`src/rtl/adc_scan_ctrl.sv`:
```
// Multi-channel ADC scan controller: settle, average and report each masked channel.
// Define ADC_SCAN_THRESH_EN to add the sticky per-channel limit alarm (thresh/alarm ports).
module adc_scan_ctrl #(
  parameter int ADC_WIDTH      = 8,
  parameter int NUM_CH         = 4,
  parameter int SETTLE_SAMPLES = 2,
  parameter int AVG_BITS       = 2,
  localparam int SEL_W         = $clog2(NUM_CH)
) (
  input  logic                 clk,
  input  logic                 rst,
  input  logic                 start,
  input  logic [NUM_CH-1:0]    ch_mask,
  input  logic                 continuous,
  input  logic                 sample_rdy,
  input  logic [ADC_WIDTH-1:0] digital_in,
  output logic [SEL_W-1:0]     mux_sel,
  output logic                 busy,
  output logic                 result_valid,
  output logic [SEL_W-1:0]     result_ch,
  output logic [ADC_WIDTH-1:0] result_data,
`ifdef ADC_SCAN_THRESH_EN
  input  logic [ADC_WIDTH-1:0] thresh,
  output logic [NUM_CH-1:0]    alarm,
`endif
  output logic                 done
);

  localparam int ACC_W = ADC_WIDTH + AVG_BITS;
  localparam int CNT_W = 7;
  localparam int AVG_N = 1 << AVG_BITS;

  typedef enum logic [2:0] {
    IDLE,
    SELECT,
    SETTLE,
    ACCUM,
    RESULT
  } state_t;

  state_t             r_state, w_state_nxt;
  logic [SEL_W-1:0]   r_mux_sel, w_mux_nxt;
  logic [NUM_CH-1:0]  r_mask, w_mask_nxt;
  logic [CNT_W-1:0]   r_cnt, w_cnt_nxt;
  logic [ACC_W-1:0]   r_acc, w_acc_nxt;
  logic               r_done, w_done_nxt;

  logic [SEL_W-1:0]   w_lo;
  logic [SEL_W-1:0]   w_hi;
  logic               w_has_hi;

  // Lowest enabled channel of the live mask input.
  always_comb begin
    w_lo = '0;
    for (int i = NUM_CH - 1; i >= 0; i--) begin
      if (ch_mask[i]) w_lo = SEL_W'(i);
    end
  end

  // Next enabled channel above the current one in the latched mask.
  always_comb begin
    w_hi     = '0;
    w_has_hi = 1'b0;
    for (int i = NUM_CH - 1; i >= 0; i--) begin
      if (r_mask[i] && (i > int'(r_mux_sel))) begin
        w_hi     = SEL_W'(i);
        w_has_hi = 1'b1;
      end
    end
  end

  always_ff @(posedge clk or posedge rst) begin
    if (rst) begin
      r_state   <= IDLE;
      r_mux_sel <= '0;
      r_mask    <= '0;
      r_cnt     <= '0;
      r_acc     <= '0;
      r_done    <= 1'b0;
    end else begin
      r_state   <= w_state_nxt;
      r_mux_sel <= w_mux_nxt;
      r_mask    <= w_mask_nxt;
      r_cnt     <= w_cnt_nxt;
      r_acc     <= w_acc_nxt;
      r_done    <= w_done_nxt;
    end
  end

  always_comb begin
    w_state_nxt = r_state;
    w_mux_nxt   = r_mux_sel;
    w_mask_nxt  = r_mask;
    w_cnt_nxt   = r_cnt;
    w_acc_nxt   = r_acc;
    w_done_nxt  = 1'b0;
    unique case (r_state)
      IDLE: begin
        if (start && (|ch_mask)) begin
          w_mask_nxt  = ch_mask;
          w_mux_nxt   = w_lo;
          w_state_nxt = SELECT;
        end
      end
      SELECT: begin
        w_cnt_nxt   = '0;
        w_acc_nxt   = '0;
        w_state_nxt = (SETTLE_SAMPLES == 0) ? ACCUM : SETTLE;
      end
      SETTLE: begin
        if (sample_rdy) begin
          if (r_cnt == CNT_W'(SETTLE_SAMPLES - 1)) begin
            w_cnt_nxt   = '0;
            w_acc_nxt   = '0;
            w_state_nxt = ACCUM;
          end else begin
            w_cnt_nxt = r_cnt + 1'b1;
          end
        end
      end
      ACCUM: begin
        if (sample_rdy) begin
          w_acc_nxt = r_acc + ACC_W'(digital_in);
          if (r_cnt == CNT_W'(AVG_N - 1)) begin
            w_state_nxt = RESULT;
          end else begin
            w_cnt_nxt = r_cnt + 1'b1;
          end
        end
      end
      RESULT: begin
        if (w_has_hi) begin
          w_mux_nxt   = w_hi;
          w_state_nxt = SELECT;
        end else if (continuous && (|ch_mask)) begin
          w_mask_nxt  = ch_mask;
          w_mux_nxt   = w_lo;
          w_state_nxt = SELECT;
        end else begin
          // A continuous re-latch of an empty mask also ends the sweep.
          if (continuous) w_mask_nxt = ch_mask;
          w_done_nxt  = 1'b1;
          w_state_nxt = IDLE;
        end
      end
      default: w_state_nxt = IDLE;
    endcase
  end

  assign mux_sel      = r_mux_sel;
  assign busy         = (r_state != IDLE);
  assign result_valid = (r_state == RESULT);
  assign result_ch    = result_valid ? r_mux_sel : '0;
  assign result_data  = result_valid ? ADC_WIDTH'(r_acc >> AVG_BITS) : '0;
  assign done         = r_done;

`ifdef ADC_SCAN_THRESH_EN
  logic [NUM_CH-1:0] r_alarm;

  always_ff @(posedge clk or posedge rst) begin
    if (rst) begin
      r_alarm <= '0;
    end else if (result_valid && (result_data > thresh)) begin
      r_alarm[r_mux_sel] <= 1'b1;
    end
  end

  assign alarm = r_alarm;
`endif

endmodule
```
`config.mk`:
```
export PLATFORM = sky130hd
export DESIGN_NAME = adc_scan_ctrl
export DESIGN_NICKNAME = d
export VERILOG_FILES = /design/src/rtl/adc_scan_ctrl.sv
export SDC_FILE = /design/constraint.sdc
export NUM_CORES = 1
export LEC_CHECK = 0
export CORE_ASPECT_RATIO = 2
export CORE_MARGIN = 4
export CORE_UTILIZATION = 53
export CTS_CLUSTER_DIAMETER = 100
export DETAILED_ROUTE_END_ITERATION = 12
export GPL_TIMING_DRIVEN = 0
export PLACE_DENSITY = 0.8
export REMOVE_ABC_BUFFERS = 1
export SYNTH_ARGS = -nofsm -noshare
export SYNTH_HDL_FRONTEND = slang
export SYNTH_SLANG_ARGS = --single-unit
```
`constraint.sdc`:
```
create_clock -name clk -period 2.41 [get_ports clk]
set_input_delay 0.3615 -clock clk [delete_from_list [all_inputs] [get_ports clk]]
set_output_delay 0.3615 -clock clk [all_outputs]
set_load 0.01 [all_outputs]
```
; Word level (Yosys, flattened, before mapping)
; Index checks and enable logic that the tools add are counted.
[totals]
reg_bits = 27
out_inout_bits = 15
in_bits = 17
wordCells = 82
[classes]
reduce_logical = 15
magnitude_cmp = 3
n_addsub = 2
n_eq_ne = 15
mux = 41
[op_table]
columns = operator, count
row1 = 2-to-1 mux 10 bit, 3
row2 = case mux 10 bit (3 select lines), 1
row3 = 2-to-1 mux 7 bit, 4
row4 = 2-to-1 mux 2 bit, 11
row5 = case mux 7 bit (3 select lines), 1
row6 = 2-to-1 mux 4 bit, 4
row7 = 2-to-1 mux 3 bit, 5
row8 = case mux 3 bit (5 select lines), 1
row9 = "!= test 2 bit, second input constant", 7
row10 = AND reduction 4 bit, 3
row11 = adder 10 x 8 -> 10 bit, 1
row12 = 2-to-1 mux 1 bit, 8
row13 = 2-to-1 mux 8 bit, 1
row14 = case mux 4 bit (2 select lines), 1
row15 = "adder 7 x 1 -> 7 bit, second input constant", 1
row16 = "== test 7 x 1 -> 1 bit, second input constant", 1
row17 = "== test 7 x 2 -> 1 bit, second input constant", 1
row18 = "== test 3 x 2 -> 1 bit, second input constant", 2
row19 = nonzero test 3 bit, 2
row20 = logical AND 1 bit, 5
row21 = AND reduction 5 bit, 1
row22 = "greater-than comparator 2 bit, first input constant", 2
row23 = case mux 2 bit (2 select lines), 1
row24 = OR reduction 4 bit, 1
row25 = 8 further kinds, 8

; Logic depth before layout (Yosys ltp)
; Gate-level depths: netlist of run 1.
[logic_depth]
depth_word = 7
ltp_mapped = 8
depth_no_buf = 8

; Least setup slack after synthesis of run 1
; No wires, ideal clock.
[synth_path]
path_type = in2reg
from = input digital_in[0]
to = register r_acc[8]
path_buffers = 0
stages = 8
path_slack_ns = 0.433
t_arrival_ns = 1.853
required_time_ns = 2.285
setup_time_ns = 0.125
cell_sequence = ha_1 -> inv_1 -> fa_1 -> nor2b_1 -> o31a_1 -> o21bai_1 -> a211oi_2 -> mux2_2
[synth_via]
elab_chain_len = 3
[synth_rtl]
columns = item, line_no
row1 = "start, declared", 16  ; input logic [ADC_WIDTH-1:0] digital_in,
row2 = adder 10 x 8 -> 10 bit, 123  ; w_acc_nxt = r_acc + ACC_W'(digital_in);
row3 = 2-to-1 mux 10 bit, 122  ; if (sample_rdy) begin
row4 = case mux 10 bit (3 select lines), 97  ; unique case (r_state)
row5 = "end signal, assigned", 85  ; r_acc <= w_acc_nxt;
row6 = "end, declared", 45  ; logic [ACC_W-1:0] r_acc, w_acc_nxt;
; Every way passes these cells. The select of a mux whose other input is x is not followed.
; A chain may end at the register's enable or synchronous reset.

; Final worst setup path of run 1
[layout_path]
from = input digital_in[2]
to = register r_acc[6]
; The elaborated chain is that of the path after synthesis.

==> impl_metrics.prom, run 1 <==
# TYPE chip_impl_metric gauge
chip_impl_metric{name="vdd_drop_max",unit="mV"} 0.6508
chip_impl_metric{name="cts.sinks",unit=""} 26
chip_impl_info{name="layout_commonest_cell",value="sky130_fd_sc_hd__clkdlybuf4s50_1"} 1
chip_impl_metric{name="timing.reg2reg.setup_slack",unit="ns"} 0.12
chip_impl_info{name="timing.critical_path.from_type",value="input pin"} 1
chip_impl_metric{name="h-tree-depth",unit=""} 1
chip_impl_metric{name="numCtsBuffers",unit=""} 3
chip_impl_metric{name="worstSkewPairLatency",unit="ns"} 0.26
chip_impl_metric{name="number_of_global_route_vias_before_repair",unit=""} 1758
chip_impl_metric{name="grt_start_max_net_pins",unit=""} 27
chip_impl_info{name="ys_dominant_reg_cell",value="sky130_fd_sc_hd__dfrtp_1"} 1
chip_impl_metric{name="pin_count",unit=""} 32
chip_impl_metric{name="detailedRoute.firstPassIterationCount",unit=""} 4
chip_impl_metric{name="synthesis.area",unit="sq um"} 1803
chip_impl_metric{name="wl_cell",unit="um"} 17.10
chip_impl_info{name="layout_common_cells",value="sky130_fd_sc_hd__clkdlybuf4s50_1 (31), sky130_fd_sc_hd__dfrtp_1 (24), sky130_fd_sc_hd__nor2_1 (15), sky130_fd_sc_hd__nand2_1 (12)"} 1
chip_impl_metric{name="global_route_wire_length_before_repair",unit="um"} 7962
chip_impl_metric{name="achievable-frequency",unit="MHz"} 424.5
chip_impl_info{name="critPathCaptureType",value="register"} 1
chip_impl_metric{name="ys_seq_elements",unit=""} 26
chip_impl_metric{name="synth_area_per_cell",unit="sq um"} 9.342
chip_impl_info{name="critPathKind",value="input pin to register"} 1
chip_impl_metric{name="grtUsageTotal",unit="%"} 21.92
chip_impl_metric{name="place_ws",unit="ns"} -0.2806
chip_impl_metric{name="core_area",unit="sq um"} 3229
chip_impl_metric{name="cts_hold_buf",unit=""} 0
chip_impl_metric{name="synth-xor-area-share",unit="%"} 3.886
chip_impl_metric{name="tightest_slew",unit="ns"} 0.9934
chip_impl_metric{name="synth.lib_cells_used.distinct",unit=""} 54
chip_impl_metric{name="worst_ep_arrival_time",unit="ns"} 2.51
chip_impl_metric{name="remaining_drc_errors",unit=""} 0
chip_impl_metric{name="post_dp_cell_area",unit="sq um"} 2132
chip_impl_metric{name="detail_route.wirelength",unit="um"} 4429
chip_impl_metric{name="diodes",unit=""} 0
chip_impl_metric{name="number_of_flops_mapped_to_enable_cells_by_yosys",unit=""} 0
chip_impl_metric{name="required",unit="ns"} 2.57
chip_impl_metric{name="compound_gate_portion_of_the_synthesized_area",unit="%"} 22.97
chip_impl_metric{name="async_reset_ff_share",unit="%"} 100.0
chip_impl_metric{name="finalSetupViolCount",unit=""} 0
chip_impl_metric{name="initial_utilization",unit="%"} 55.83
chip_impl_metric{name="maxSlewHeadroom",unit="%"} 33.70
chip_impl_metric{name="port-buffer-count",unit=""} 31
chip_impl_info{name="critPathLaunch",value="digital_in[2]"} 1
chip_impl_metric{name="clock_path_buffers",unit=""} 2
chip_impl_metric{name="drt-initial-drc-count",unit=""} 39
chip_impl_metric{name="p_leak",unit="uW"} 0.0009904
chip_impl_metric{name="critical_path_peak_fanout",unit=""} 4
chip_impl_info{name="r2r-end",value="r_acc[8]"} 1
chip_impl_info{name="crit-reg2reg-launch",value="r_cnt[2]"} 1
chip_impl_metric{name="period_share",unit="%"} 97.74
chip_impl_info{name="outcome",value="complete, no violations"} 1
chip_impl_metric{name="hold_violations",unit=""} 0
chip_impl_info{name="critical_path.cell_chain",value="clkdlybuf4s50_1, ha_1, nor2b_2, o31a_1, buf_4, o21a_1, or3_1, a32o_1"} 1
chip_impl_metric{name="drive_gt1_share",unit="%"} 12.28
chip_impl_metric{name="post-route-cell-area",unit="sq um"} 2246
chip_impl_info{name="worst_hold_path_type",value="register to register"} 1
chip_impl_metric{name="yosysWarningCount",unit=""} 0
chip_impl_metric{name="placementRows",unit=""} 29
chip_impl_metric{name="timing.critical_path.slowest_cell_delay",unit="ns"} 0.40
chip_impl_info{name="critPathCapture",value="r_acc[6]"} 1
chip_impl_metric{name="setup_slack",unit="ns"} 0.05443
chip_impl_metric{name="synth_seq_area_share",unit="%"} 36.09
chip_impl_metric{name="finish.utilization",unit="%"} 69.55
chip_impl_info{name="cp_slowest_cell",value="sky130_fd_sc_hd__clkdlybuf4s50_1"} 1
chip_impl_metric{name="final-instance-count-excl-fill",unit=""} 259
chip_impl_metric{name="via_per_inst",unit=""} 6.340
chip_impl_metric{name="adder_cell_area_share_of_the_yosys_netlist",unit="%"} 8.050
chip_impl_metric{name="synthSimpleGateAreaFrac",unit="%"} 20.96
chip_impl_metric{name="netlist_instances",unit=""} 193
chip_impl_metric{name="grt_remaining_overflow",unit=""} 0
chip_impl_metric{name="die_area",unit="sq um"} 4455
chip_impl_metric{name="fill_cells",unit=""} 255
chip_impl_info{name="root_buffer",value="sky130_fd_sc_hd__clkbuf_8"} 1
chip_impl_metric{name="fin_hold_ws",unit="ns"} 0.5221
chip_impl_metric{name="power.density_cell_area",unit="nW/um^2"} 891.6
chip_impl_metric{name="clock-skew-final",unit="ns"} 0.002364
chip_impl_metric{name="fp.dieW",unit="um"} 49.24
chip_impl_metric{name="num-nets-final",unit=""} 257
chip_impl_metric{name="clk_pin_slew_worst_paths",unit="ns"} 0.09
chip_impl_metric{name="final_period_minus_worst_setup_slack",unit="ns"} 2.356
chip_impl_metric{name="post-place-cells",unit=""} 250
chip_impl_metric{name="antenna_found_initial",unit=""} 0
chip_impl_metric{name="globalplace.congestion",unit=""} 0.8837
chip_impl_metric{name="r2r_cells",unit=""} 5
chip_impl_metric{name="detailroute.via_count",unit=""} 1642
chip_impl_metric{name="post_synth_mux_area_share",unit="%"} 4.233
chip_impl_info{name="synth_top_family_by_area",value="compound AO/OA/AOI/OAI gates"} 1
chip_impl_metric{name="cap_violations",unit=""} 0
chip_impl_metric{name="dieHeight",unit="um"} 90.49
chip_impl_metric{name="area_delta_synth_final",unit="%"} 24.57
chip_impl_metric{name="post-dp-hpwl",unit="um"} 3436
chip_impl_metric{name="ant_nets",unit=""} 0
chip_impl_info{name="tritoncts",value="yes"} 1
chip_impl_metric{name="final-max-slew-violation-count",unit=""} 0
metal layers:
layer	vias to the layer above	GRT usage (%)	share of wire [%]
met5	-	0	0
met3	12	2.149	3.7
li1	776	-	-
met4	0	6.888	2.1
met2	53	43.72	58
met1	801	22.52	36
flip-flops by register name (all words and copies together) (netlist names):
register	count
r_acc	10
r_mask	3
r_state	3
r_cnt	7
mux_sel	2
done	1
layout make-up:
type	instances	area, sq um	area share [%]
flip-flops and latches	26	653.1	29.08
clock buffers	4	55.05	2.451
multi-input cells	150	1102	49.08
repair buffers	37	355.3	15.82
inverters	11	41.29	1.838
well taps	31	38.79	1.727
cells in the mapped netlist, types with 2 or more instances:
cell,instances,share of area (%)
sky130_fd_sc_hd__o21a_1,2,0.83
sky130_fd_sc_hd__o21ai_1,2,0.56
sky130_fd_sc_hd__o2111ai_1,2,0.97
sky130_fd_sc_hd__ha_1,10,6.9
sky130_fd_sc_hd__o41ai_1,2,0.97
sky130_fd_sc_hd__a31oi_1,4,1.4
sky130_fd_sc_hd__mux2_2,5,3.1
sky130_fd_sc_hd__nor3_1,5,1.4
sky130_fd_sc_hd__nor2b_1,6,2.1
sky130_fd_sc_hd__mux2i_1,2,1.1
sky130_fd_sc_hd__or3_1,3,1.0
sky130_fd_sc_hd__xnor2_1,7,3.4
sky130_fd_sc_hd__o211ai_1,2,0.83
sky130_fd_sc_hd__a22o_1,3,1.5
sky130_fd_sc_hd__o21ai_0,8,2.2
sky130_fd_sc_hd__dfrtp_1,26,36
sky130_fd_sc_hd__nand3b_1,2,0.83
sky130_fd_sc_hd__clkbuf_1,4,0.83
sky130_fd_sc_hd__and2_1,11,3.8
sky130_fd_sc_hd__nand2b_1,2,0.69
sky130_fd_sc_hd__o21bai_1,2,0.83
sky130_fd_sc_hd__a21oi_1,7,1.9
sky130_fd_sc_hd__nand3_1,4,1.1
sky130_fd_sc_hd__a311oi_1,3,1.5
sky130_fd_sc_hd__a21o_1,5,2.1
sky130_fd_sc_hd__nor2_1,15,3.1
sky130_fd_sc_hd__nand2_1,12,2.5
sky130_fd_sc_hd__inv_1,11,2.3
critical path: cells and delay by family:
kind	cells	cell delay (ns)
compound gates	3	0.73
buf+inv	2	0.54
simple gates	2	0.52
fa+ha+maj	1	0.35
how the worst min path moves through the flow:
| stage | startpoint | to | slack (ns) | cells past startpoint |
|---|---|---|---|---|
| detailed placement | r_acc[0] | r_acc[0] | 0.49 | 2 |
| floorplan | rst | done | 0.40 | 1 |
| global route | r_acc[0] | r_acc[0] | 0.55 | 2 |
| finish | r_acc[0] | r_acc[0] | 0.52 | 2 |
| CTS | r_acc[0] | r_acc[0] | 0.51 | 2 |
| global placement | r_acc[0] | r_acc[0] | 0.47 | 2 |
what timing repair did:
action,4_1_cts,5_1_grt
pin swaps,1,1
resized for setup,3,4
setup buffers,1,4
setup endpoints to repair,11,5
power breakdown:
group          internal [uW]  leakage (uW)  switching (uW)
combinational            441      0.000623             522
clock                    146     0.0000288             127
sequential               569      0.000339             197
total                   1160      0.000990             847
per-stage QoR:
step           TNS (ns)  total power (uW)
6_report              0              2002
5_1_grt        -0.02428              2176
4_1_cts               0              1988
3_5_place_dp     -1.345              1694
3_3_place_gp     -6.297              1629
2_1_floorplan         0              1398
cells by family (layout without fill, tap and decap cells):
family | Yosys count | after routing
flops | 26 | 26
compound gates | 55 | 55
buf+inv | 17 | 52
mux | 7 | 7
xor+xnor | 8 | 8
simple gates | 69 | 69
fa+ha+maj | 11 | 11
(Power assumes the default switching activity.)
==> inputs of run 2 (changes only) <==
--- a/config.mk
+++ b/config.mk
@@ -7,11 +7,12 @@
 export LEC_CHECK = 0
 export CORE_ASPECT_RATIO = 2
 export CORE_MARGIN = 4
-export CORE_UTILIZATION = 53
+export CORE_UTILIZATION = 55
 export CTS_CLUSTER_DIAMETER = 100
 export DETAILED_ROUTE_END_ITERATION = 12
+export DONT_BUFFER_PORTS = 1
 export GPL_TIMING_DRIVEN = 0
-export PLACE_DENSITY = 0.8
+export PLACE_DENSITY = 0.7
 export REMOVE_ABC_BUFFERS = 1
 export SYNTH_ARGS = -nofsm -noshare
 export SYNTH_HDL_FRONTEND = slang
==> run 2 against run 1 <==
  * Critical path depth is 3 lower
  * Worst setup slack improved by 0.099 ns
  * Die area decreased by 3.2%
  * Worst hold slack got worse by 0.32 ns
  * Maximum frequency is 4.4% higher
  * Routed wire length fell by 7.7%
  * Register-to-register slack gained 0.03 ns
  * Sequential power about the same
  * Largest cell class unchanged
==> impl_metrics.prom, run 2 (synthesis gave the netlist of run 1 again) <==
# TYPE chip_impl_metric gauge
chip_impl_metric{name="cts.sinks",unit=""} 26
chip_impl_metric{name="final-instance-count-excl-fill",unit=""} 221
chip_impl_metric{name="antenna_found_initial",unit=""} 0
chip_impl_info{name="unrepaired_setup_endpoints_after_global_routing",value="no"} 1
chip_impl_metric{name="area_delta_synth_final",unit="%"} 3.539
chip_impl_info{name="critPathCaptureType",value="register"} 1
chip_impl_metric{name="port-buffer-count",unit=""} 0
chip_impl_metric{name="via_per_inst",unit=""} 6.814
chip_impl_metric{name="clk_pin_slew_worst_paths",unit="ns"} 0.09
chip_impl_metric{name="setup_slack",unit="ns"} 0.1531
chip_impl_metric{name="diodes",unit=""} 0
chip_impl_info{name="layout_top_registers",value="r_acc: 10 flops, r_cnt: 7 flops"} 1
chip_impl_metric{name="h-tree-depth",unit=""} 1
chip_impl_metric{name="grtUsageTotal",unit="%"} 20.49
chip_impl_info{name="outcome",value="complete, no violations"} 1
chip_impl_metric{name="die_area",unit="sq um"} 4314
chip_impl_metric{name="ant_nets",unit=""} 0
chip_impl_metric{name="place_ws",unit="ns"} 0.1581
chip_impl_metric{name="postCtsResizedCells",unit=""} 1
chip_impl_info{name="tritoncts",value="yes"} 1
chip_impl_metric{name="power.total",unit="uW"} 1864
chip_impl_metric{name="clock_path_buffers",unit=""} 2
chip_impl_metric{name="post-dp-hpwl",unit="um"} 3145
chip_impl_metric{name="grt_remaining_overflow",unit=""} 0
chip_impl_metric{name="finish.utilization",unit="%"} 59.14
chip_impl_metric{name="power.density_cell_area",unit="nW/um^2"} 998.6
chip_impl_metric{name="largest_register_ffs",unit=""} 10
chip_impl_metric{name="p_leak",unit="uW"} 0.0008388
chip_impl_metric{name="number_of_global_route_vias_before_repair",unit=""} 1560
chip_impl_metric{name="dieHeight",unit="um"} 88.97
chip_impl_metric{name="globalplace.congestion",unit=""} 0.8597
chip_impl_metric{name="cts_hold_buf",unit=""} 0
chip_impl_metric{name="achievable-frequency",unit="MHz"} 443.1
chip_impl_metric{name="critical_path_peak_fanout",unit=""} 14
chip_impl_metric{name="detailroute.via_count",unit=""} 1506
chip_impl_metric{name="fin_setup_tns",unit="ns"} 0
chip_impl_metric{name="post-place-cells",unit=""} 218
chip_impl_metric{name="cap_violations",unit=""} 0
chip_impl_info{name="timing.critical_path.from_type",value="register"} 1
chip_impl_metric{name="remaining_drc_errors",unit=""} 0
chip_impl_metric{name="finalSetupViolCount",unit=""} 0
chip_impl_metric{name="vdd_drop_max",unit="mV"} 0.5067
chip_impl_metric{name="post_cts.repair.setup_buffers",unit=""} 0
chip_impl_metric{name="hold_violations",unit=""} 0
chip_impl_metric{name="pin_count",unit=""} 32
chip_impl_metric{name="drive_gt1_share",unit="%"} 8.421
chip_impl_metric{name="num-nets-final",unit=""} 220
chip_impl_metric{name="tightest_slew",unit="ns"} 1.002
chip_impl_metric{name="drt-initial-drc-count",unit=""} 42
chip_impl_info{name="critPathKind",value="register to register"} 1
chip_impl_metric{name="core_area",unit="sq um"} 3157
chip_impl_metric{name="maxSlewHeadroom",unit="%"} 33.16
chip_impl_info{name="layout_common_cells",value="sky130_fd_sc_hd__dfrtp_1 (26), sky130_fd_sc_hd__nor2_1 (15), sky130_fd_sc_hd__nand2_1 (12), sky130_fd_sc_hd__inv_1 (11), sky130_fd_sc_hd__and2_1 (11)"} 1
chip_impl_metric{name="detailedRoute.firstPassIterationCount",unit=""} 4
chip_impl_info{name="root_buffer",value="sky130_fd_sc_hd__clkbuf_8"} 1
chip_impl_metric{name="numCtsBuffers",unit=""} 3
chip_impl_metric{name="wl_cell",unit="um"} 18.49
chip_impl_info{name="registers.top_by_ff_count",value="r_acc"} 1
chip_impl_metric{name="fp.dieW",unit="um"} 48.49
chip_impl_metric{name="clock-skew-final",unit="ns"} 0.005249
chip_impl_metric{name="final-max-slew-violation-count",unit=""} 0
chip_impl_metric{name="detail_route.wirelength",unit="um"} 4087
chip_impl_metric{name="final_period_minus_worst_setup_slack",unit="ns"} 2.257
chip_impl_metric{name="grt_start_max_net_pins",unit=""} 27
chip_impl_metric{name="initial_utilization",unit="%"} 57.11
chip_impl_metric{name="period_share",unit="%"} 93.65
chip_impl_info{name="worst_hold_path_type",value="input pin to async pin"} 1
chip_impl_metric{name="required",unit="ns"} 2.58
chip_impl_metric{name="worst_ep_arrival_time",unit="ns"} 2.43
chip_impl_metric{name="global_route_wire_length_before_repair",unit="um"} 7003
chip_impl_metric{name="placementRows",unit=""} 29
chip_impl_metric{name="worstSkewPairLatency",unit="ns"} 0.28
chip_impl_info{name="layout_commonest_cell",value="sky130_fd_sc_hd__dfrtp_1"} 1
[run 2: cell count changes in the layout (fill, tap and decap cells not counted), moves of 2 or more]
cell	delta
sky130_fd_sc_hd__dfrtp_2	-2
sky130_fd_sc_hd__dfrtp_1	+2
sky130_fd_sc_hd__clkdlybuf4s50_1	-31
sky130_fd_sc_hd__buf_4	-6
[run 2: path summary, 6_finish.rpt]
path / slack [ns] / depth (start not counted) / to / from
worst min-delay path: 0.20 / 1 / r_state[2] / rst
worst min register to register: 0.51 / 2 / r_acc[0] / r_acc[0]
min in group clk: 0.23 / 1 / r_mask[1] / ch_mask[1]
worst max register to register: 0.15 / 5 / r_acc[8] / r_cnt[2]
worst max-delay path: 0.15 / 5 / r_acc[8] / r_cnt[2]
max in group asynchronous: 1.60 / 1 / r_mask[3] / rst
[run 2: area by class of cell]
type / count / area [sq um]
sequential: 26 / 650.6
clock buffer: 3 / 41.29
inverter: 11 / 41.29
multi-input combinational: 150 / 1095
fill: 280 / 1290
tap: 31 / 38.79
[run 2: stage by stage]
step                      hold slack, ns  cell area [sq um]
after CTS                         0.2310               1867
after global routing              0.2257               1867
after detailed placement          0.4903               1819
final                             0.2047               1867
after floorplan                   0.4015               1775
after global placement            0.4743               1814
[run 2: per-layer routing]
layer / up-vias / share of wire [%] / GRT usage [%]
met1: 718 / 35 / 19.91
met4: 0 / 4.9 / 13.97
li1: 708 / - / -
met5: - / 0 / 0
met2: 58 / 55 / 38.57
met3: 22 / 5.3 / 3.339
[run 2: report_power, final]
group	switching [uW]	internal, uW
registers	198	565
logic	483	364
clock network	142	113
total	823	1040
[run 2: worst max-delay path, cell delays in order, from the launching register on]
cell	delay, ns
sky130_fd_sc_hd__dfrtp_1	0.44
sky130_fd_sc_hd__or4_4	0.59
sky130_fd_sc_hd__nor3_4	0.20
sky130_fd_sc_hd__o211ai_2	0.30
sky130_fd_sc_hd__a211oi_2	0.26
sky130_fd_sc_hd__mux2_2	0.35
==> inputs of run 3 (changes only) <==
--- a/config.mk
+++ b/config.mk
@@ -7,12 +7,12 @@
 export LEC_CHECK = 0
 export CORE_ASPECT_RATIO = 2
 export CORE_MARGIN = 4
-export CORE_UTILIZATION = 55
+export CORE_UTILIZATION = 40
 export CTS_CLUSTER_DIAMETER = 100
 export DETAILED_ROUTE_END_ITERATION = 12
 export DONT_BUFFER_PORTS = 1
 export GPL_TIMING_DRIVEN = 0
-export PLACE_DENSITY = 0.7
+export PLACE_DENSITY = 0.58
 export REMOVE_ABC_BUFFERS = 1
 export SYNTH_ARGS = -nofsm -noshare
 export SYNTH_HDL_FRONTEND = slang
==> constraint.sdc (replaced) <==
create_clock -name clk -period 1.84 [get_ports clk]
set_input_delay 0.276 -clock clk [delete_from_list [all_inputs] [get_ports clk]]
set_output_delay 0.276 -clock clk [all_outputs]
set_load 0.01 [all_outputs]
==> run 3 against run 2 <==
  * The run now ends with setup timing left
  * First-iteration DRC count is 45% lower
  * Critical path type unchanged
  * Combinational power grew 110%
  * Critical endpoint unchanged
  * Clock skew rose by 0.0037 ns
  * Worst hold slack worse by 0.077 ns
==> impl_metrics.prom, run 3 (synthesis gave the netlist of run 1 again) <==
# TYPE chip_impl_metric gauge
chip_impl_metric{name="metal1_wirelength",unit="um"} 1694
chip_impl_metric{name="ant_nets",unit=""} 0
chip_impl_metric{name="clock-skew-final",unit="ns"} 0.008957
chip_impl_metric{name="p_sw_share",unit="%"} 40.52
chip_impl_metric{name="number_of_global_route_vias_before_repair",unit=""} 1679
chip_impl_metric{name="final_period_minus_worst_setup_slack",unit="ns"} 2.015
chip_impl_metric{name="via_per_inst",unit=""} 5.970
chip_impl_metric{name="power_frac_comb",unit="%"} 55.1
chip_impl_metric{name="finalSetupViolCount",unit=""} 8
chip_impl_info{name="critPathCaptureType",value="register"} 1
chip_impl_metric{name="port-buffer-count",unit=""} 0
chip_impl_metric{name="largest_register_ffs",unit=""} 10
chip_impl_metric{name="period_share",unit="%"} 109.5
chip_impl_metric{name="finish.utilization",unit="%"} 52.88
chip_impl_metric{name="power.share.sequential",unit="%"} 29.9
chip_impl_info{name="timing.critical_path.from_type",value="register"} 1
chip_impl_metric{name="detailroute.via_count",unit=""} 1606
chip_impl_metric{name="p_leak",unit="uW"} 0.0009886
chip_impl_metric{name="power_switching",unit="uW"} 1296
chip_impl_metric{name="grtUsageTotal",unit="%"} 17.07
chip_impl_metric{name="fin_hold_ws",unit="ns"} 0.1281
chip_impl_metric{name="cts.sinks",unit=""} 26
chip_impl_metric{name="internal",unit="uW"} 1903
chip_impl_metric{name="pin_count",unit=""} 32
chip_impl_metric{name="global_route_wire_length_before_repair",unit="um"} 7734
chip_impl_metric{name="numCtsBuffers",unit=""} 3
chip_impl_metric{name="final-instance-count-excl-fill",unit=""} 269
chip_impl_info{name="root_buffer",value="sky130_fd_sc_hd__clkbuf_8"} 1
chip_impl_metric{name="hold_violations",unit=""} 0
chip_impl_metric{name="vdd_drop_max",unit="mV"} 0.7156
chip_impl_metric{name="detailroute.wirelength.met3",unit="um"} 209
chip_impl_metric{name="final-max-slew-violation-count",unit=""} 0
chip_impl_metric{name="power.clock.fraction",unit="%"} 15.0
chip_impl_info{name="layout_top_registers",value="r_acc: 10 flops, r_cnt: 7 flops"} 1
chip_impl_metric{name="fp.dieW",unit="um"} 55.48
chip_impl_metric{name="dieHeight",unit="um"} 102.9
chip_impl_metric{name="achievable-frequency",unit="MHz"} 496.2
chip_impl_info{name="layout_common_cells",value="sky130_fd_sc_hd__dfrtp_1 (22), sky130_fd_sc_hd__buf_4 (17), sky130_fd_sc_hd__nor2_1 (14), sky130_fd_sc_hd__nand2_1 (11), sky130_fd_sc_hd__inv_1 (9)"} 1
chip_impl_metric{name="fin_setup_tns",unit="ns"} -0.6087
chip_impl_metric{name="setup_slack",unit="ns"} -0.1754
chip_impl_metric{name="drt-initial-drc-count",unit=""} 23
chip_impl_metric{name="diodes",unit=""} 0
chip_impl_metric{name="maxSlewHeadroom",unit="%"} 31.10
chip_impl_metric{name="power.density_cell_area",unit="nW/um^2"} 1394
chip_impl_info{name="highest-signal-layer",value="met4"} 1
chip_impl_metric{name="globalplace.congestion",unit=""} 0.7964
chip_impl_info{name="outcome",value="finished, violations left"} 1
chip_impl_metric{name="num-nets-final",unit=""} 244
chip_impl_info{name="worst_hold_path_type",value="input pin to async pin"} 1
chip_impl_metric{name="required",unit="ns"} 2.00
chip_impl_metric{name="worst_ep_arrival_time",unit="ns"} 2.18
chip_impl_metric{name="die_area",unit="sq um"} 5711
chip_impl_metric{name="clk_pin_slew_worst_paths",unit="ns"} 0.10
chip_impl_metric{name="routed-wl-met2",unit="um"} 2651
chip_impl_info{name="critPathKind",value="register to register"} 1
chip_impl_metric{name="remaining_drc_errors",unit=""} 0
chip_impl_metric{name="detail_route.wirelength",unit="um"} 4710
chip_impl_metric{name="post-place-cells",unit=""} 241
chip_impl_metric{name="antenna_found_initial",unit=""} 0
chip_impl_info{name="violations",value="setup timing"} 1
chip_impl_metric{name="core_area",unit="sq um"} 4339
chip_impl_metric{name="detailedRoute.firstPassIterationCount",unit=""} 4
chip_impl_metric{name="grt_remaining_overflow",unit=""} 0
chip_impl_metric{name="post-dp-hpwl",unit="um"} 3182
chip_impl_metric{name="initial_utilization",unit="%"} 41.55
chip_impl_metric{name="area_delta_synth_final",unit="%"} 27.27
chip_impl_metric{name="grt_start_max_net_pins",unit=""} 27
chip_impl_info{name="layout_commonest_cell",value="sky130_fd_sc_hd__dfrtp_1"} 1
chip_impl_metric{name="h-tree-depth",unit=""} 1
chip_impl_metric{name="cap_violations",unit=""} 0
chip_impl_metric{name="worstSkewPairLatency",unit="ns"} 0.28
chip_impl_metric{name="drive_gt1_share",unit="%"} 32.56
chip_impl_info{name="registers.top_by_ff_count",value="r_acc"} 1
chip_impl_metric{name="placementRows",unit=""} 34
chip_impl_info{name="tritoncts",value="yes"} 1
chip_impl_info{name="unrepaired_setup_endpoints_after_global_routing",value="yes"} 1
chip_impl_metric{name="critical_path_peak_fanout",unit=""} 9
chip_impl_metric{name="clock_path_buffers",unit=""} 2
chip_impl_metric{name="wl_cell",unit="um"} 17.51
chip_impl_metric{name="tightest_slew",unit="ns"} 1.032
chip_impl_metric{name="place_ws",unit="ns"} -0.4141
==> run 3: cell types whose count changed in the layout (fill, tap and decap cells not counted), sizes merged <==
cell,before,now
nor3b,1,3
inv,11,10
buf,0,22
clkinvlp,0,1
bufinv,0,1
==> run 3: repair_timing <==
item | in CTS | in global routing
endpoints found under the hold margin | 0 | 0
cloned | 2 | 0
pin swaps | 7 | 9
setup endpoints to repair | 34 | 25
buffers inserted | 18 | 4
gates resized for setup | 26 | 18
hold buffers | 0 | 0
==> run 3: per-layer routing <==
layer | GRT usage, % | vias up
met5 | 0 | -
met4 | 8.801 | 0
met3 | 3.258 | 14
met2 | 32.85 | 39
met1 | 17.12 | 794
li1 | - | 759
==> run 3: through the flow <==
| stage | power, uW | area [sq um] |
|---|---|---|
| 2_1_floorplan | 1831 | 1775 |
| 3_3_place_gp | 2049 | 1843 |
| 3_5_place_dp | 2101 | 1848 |
| 4_1_cts | 3058 | 2195 |
| 5_1_grt | 3428 | 2295 |
| 6_report | 3199 | 2295 |
==> run 3: critical path, cell delays in order (launching register included) <==
cell,delay [ns]
sky130_fd_sc_hd__dfrtp_1,0.40
sky130_fd_sc_hd__or4_4,0.58
sky130_fd_sc_hd__nor2_2,0.27
sky130_fd_sc_hd__a41o_4,0.33
sky130_fd_sc_hd__nor2b_1,0.06
sky130_fd_sc_hd__mux2_4,0.26
==> run 3: power by group through the flow <==
stage               Clock [uW]  Combinational [uW]  Sequential, uW
floorplan                    0                 897             934
global placement             0                1050             995
detailed placement           0                1090            1010
CTS                        503                1610             949
global route               525                1910             988
finish                     480                1760             955
==> run 3: worst paths after layout <==
kind,start,depth (start not counted),slack [ns],to
min in group clk,ch_mask[3],1,0.14,r_mask[3]
min reg2reg,r_acc[0],2,0.51,r_acc[0]
max in group asynchronous,rst,1,0.97,r_state[0]
max,r_cnt[3],5,-0.18,r_acc[8]
max reg2reg,r_cnt[3],5,-0.18,r_acc[8]
min,rst,1,0.13,r_acc[0]
==> run 3: final cells by class <==
class,instances,area (sq um)
fillers,422,2044
flip-flops and latches,26,660.6
well taps,54,67.56
inverters,11,45.04
repair buffers,22,192.7
multi-input cells,152,1257
clock inverters,1,30.03
clock buffers,3,41.29
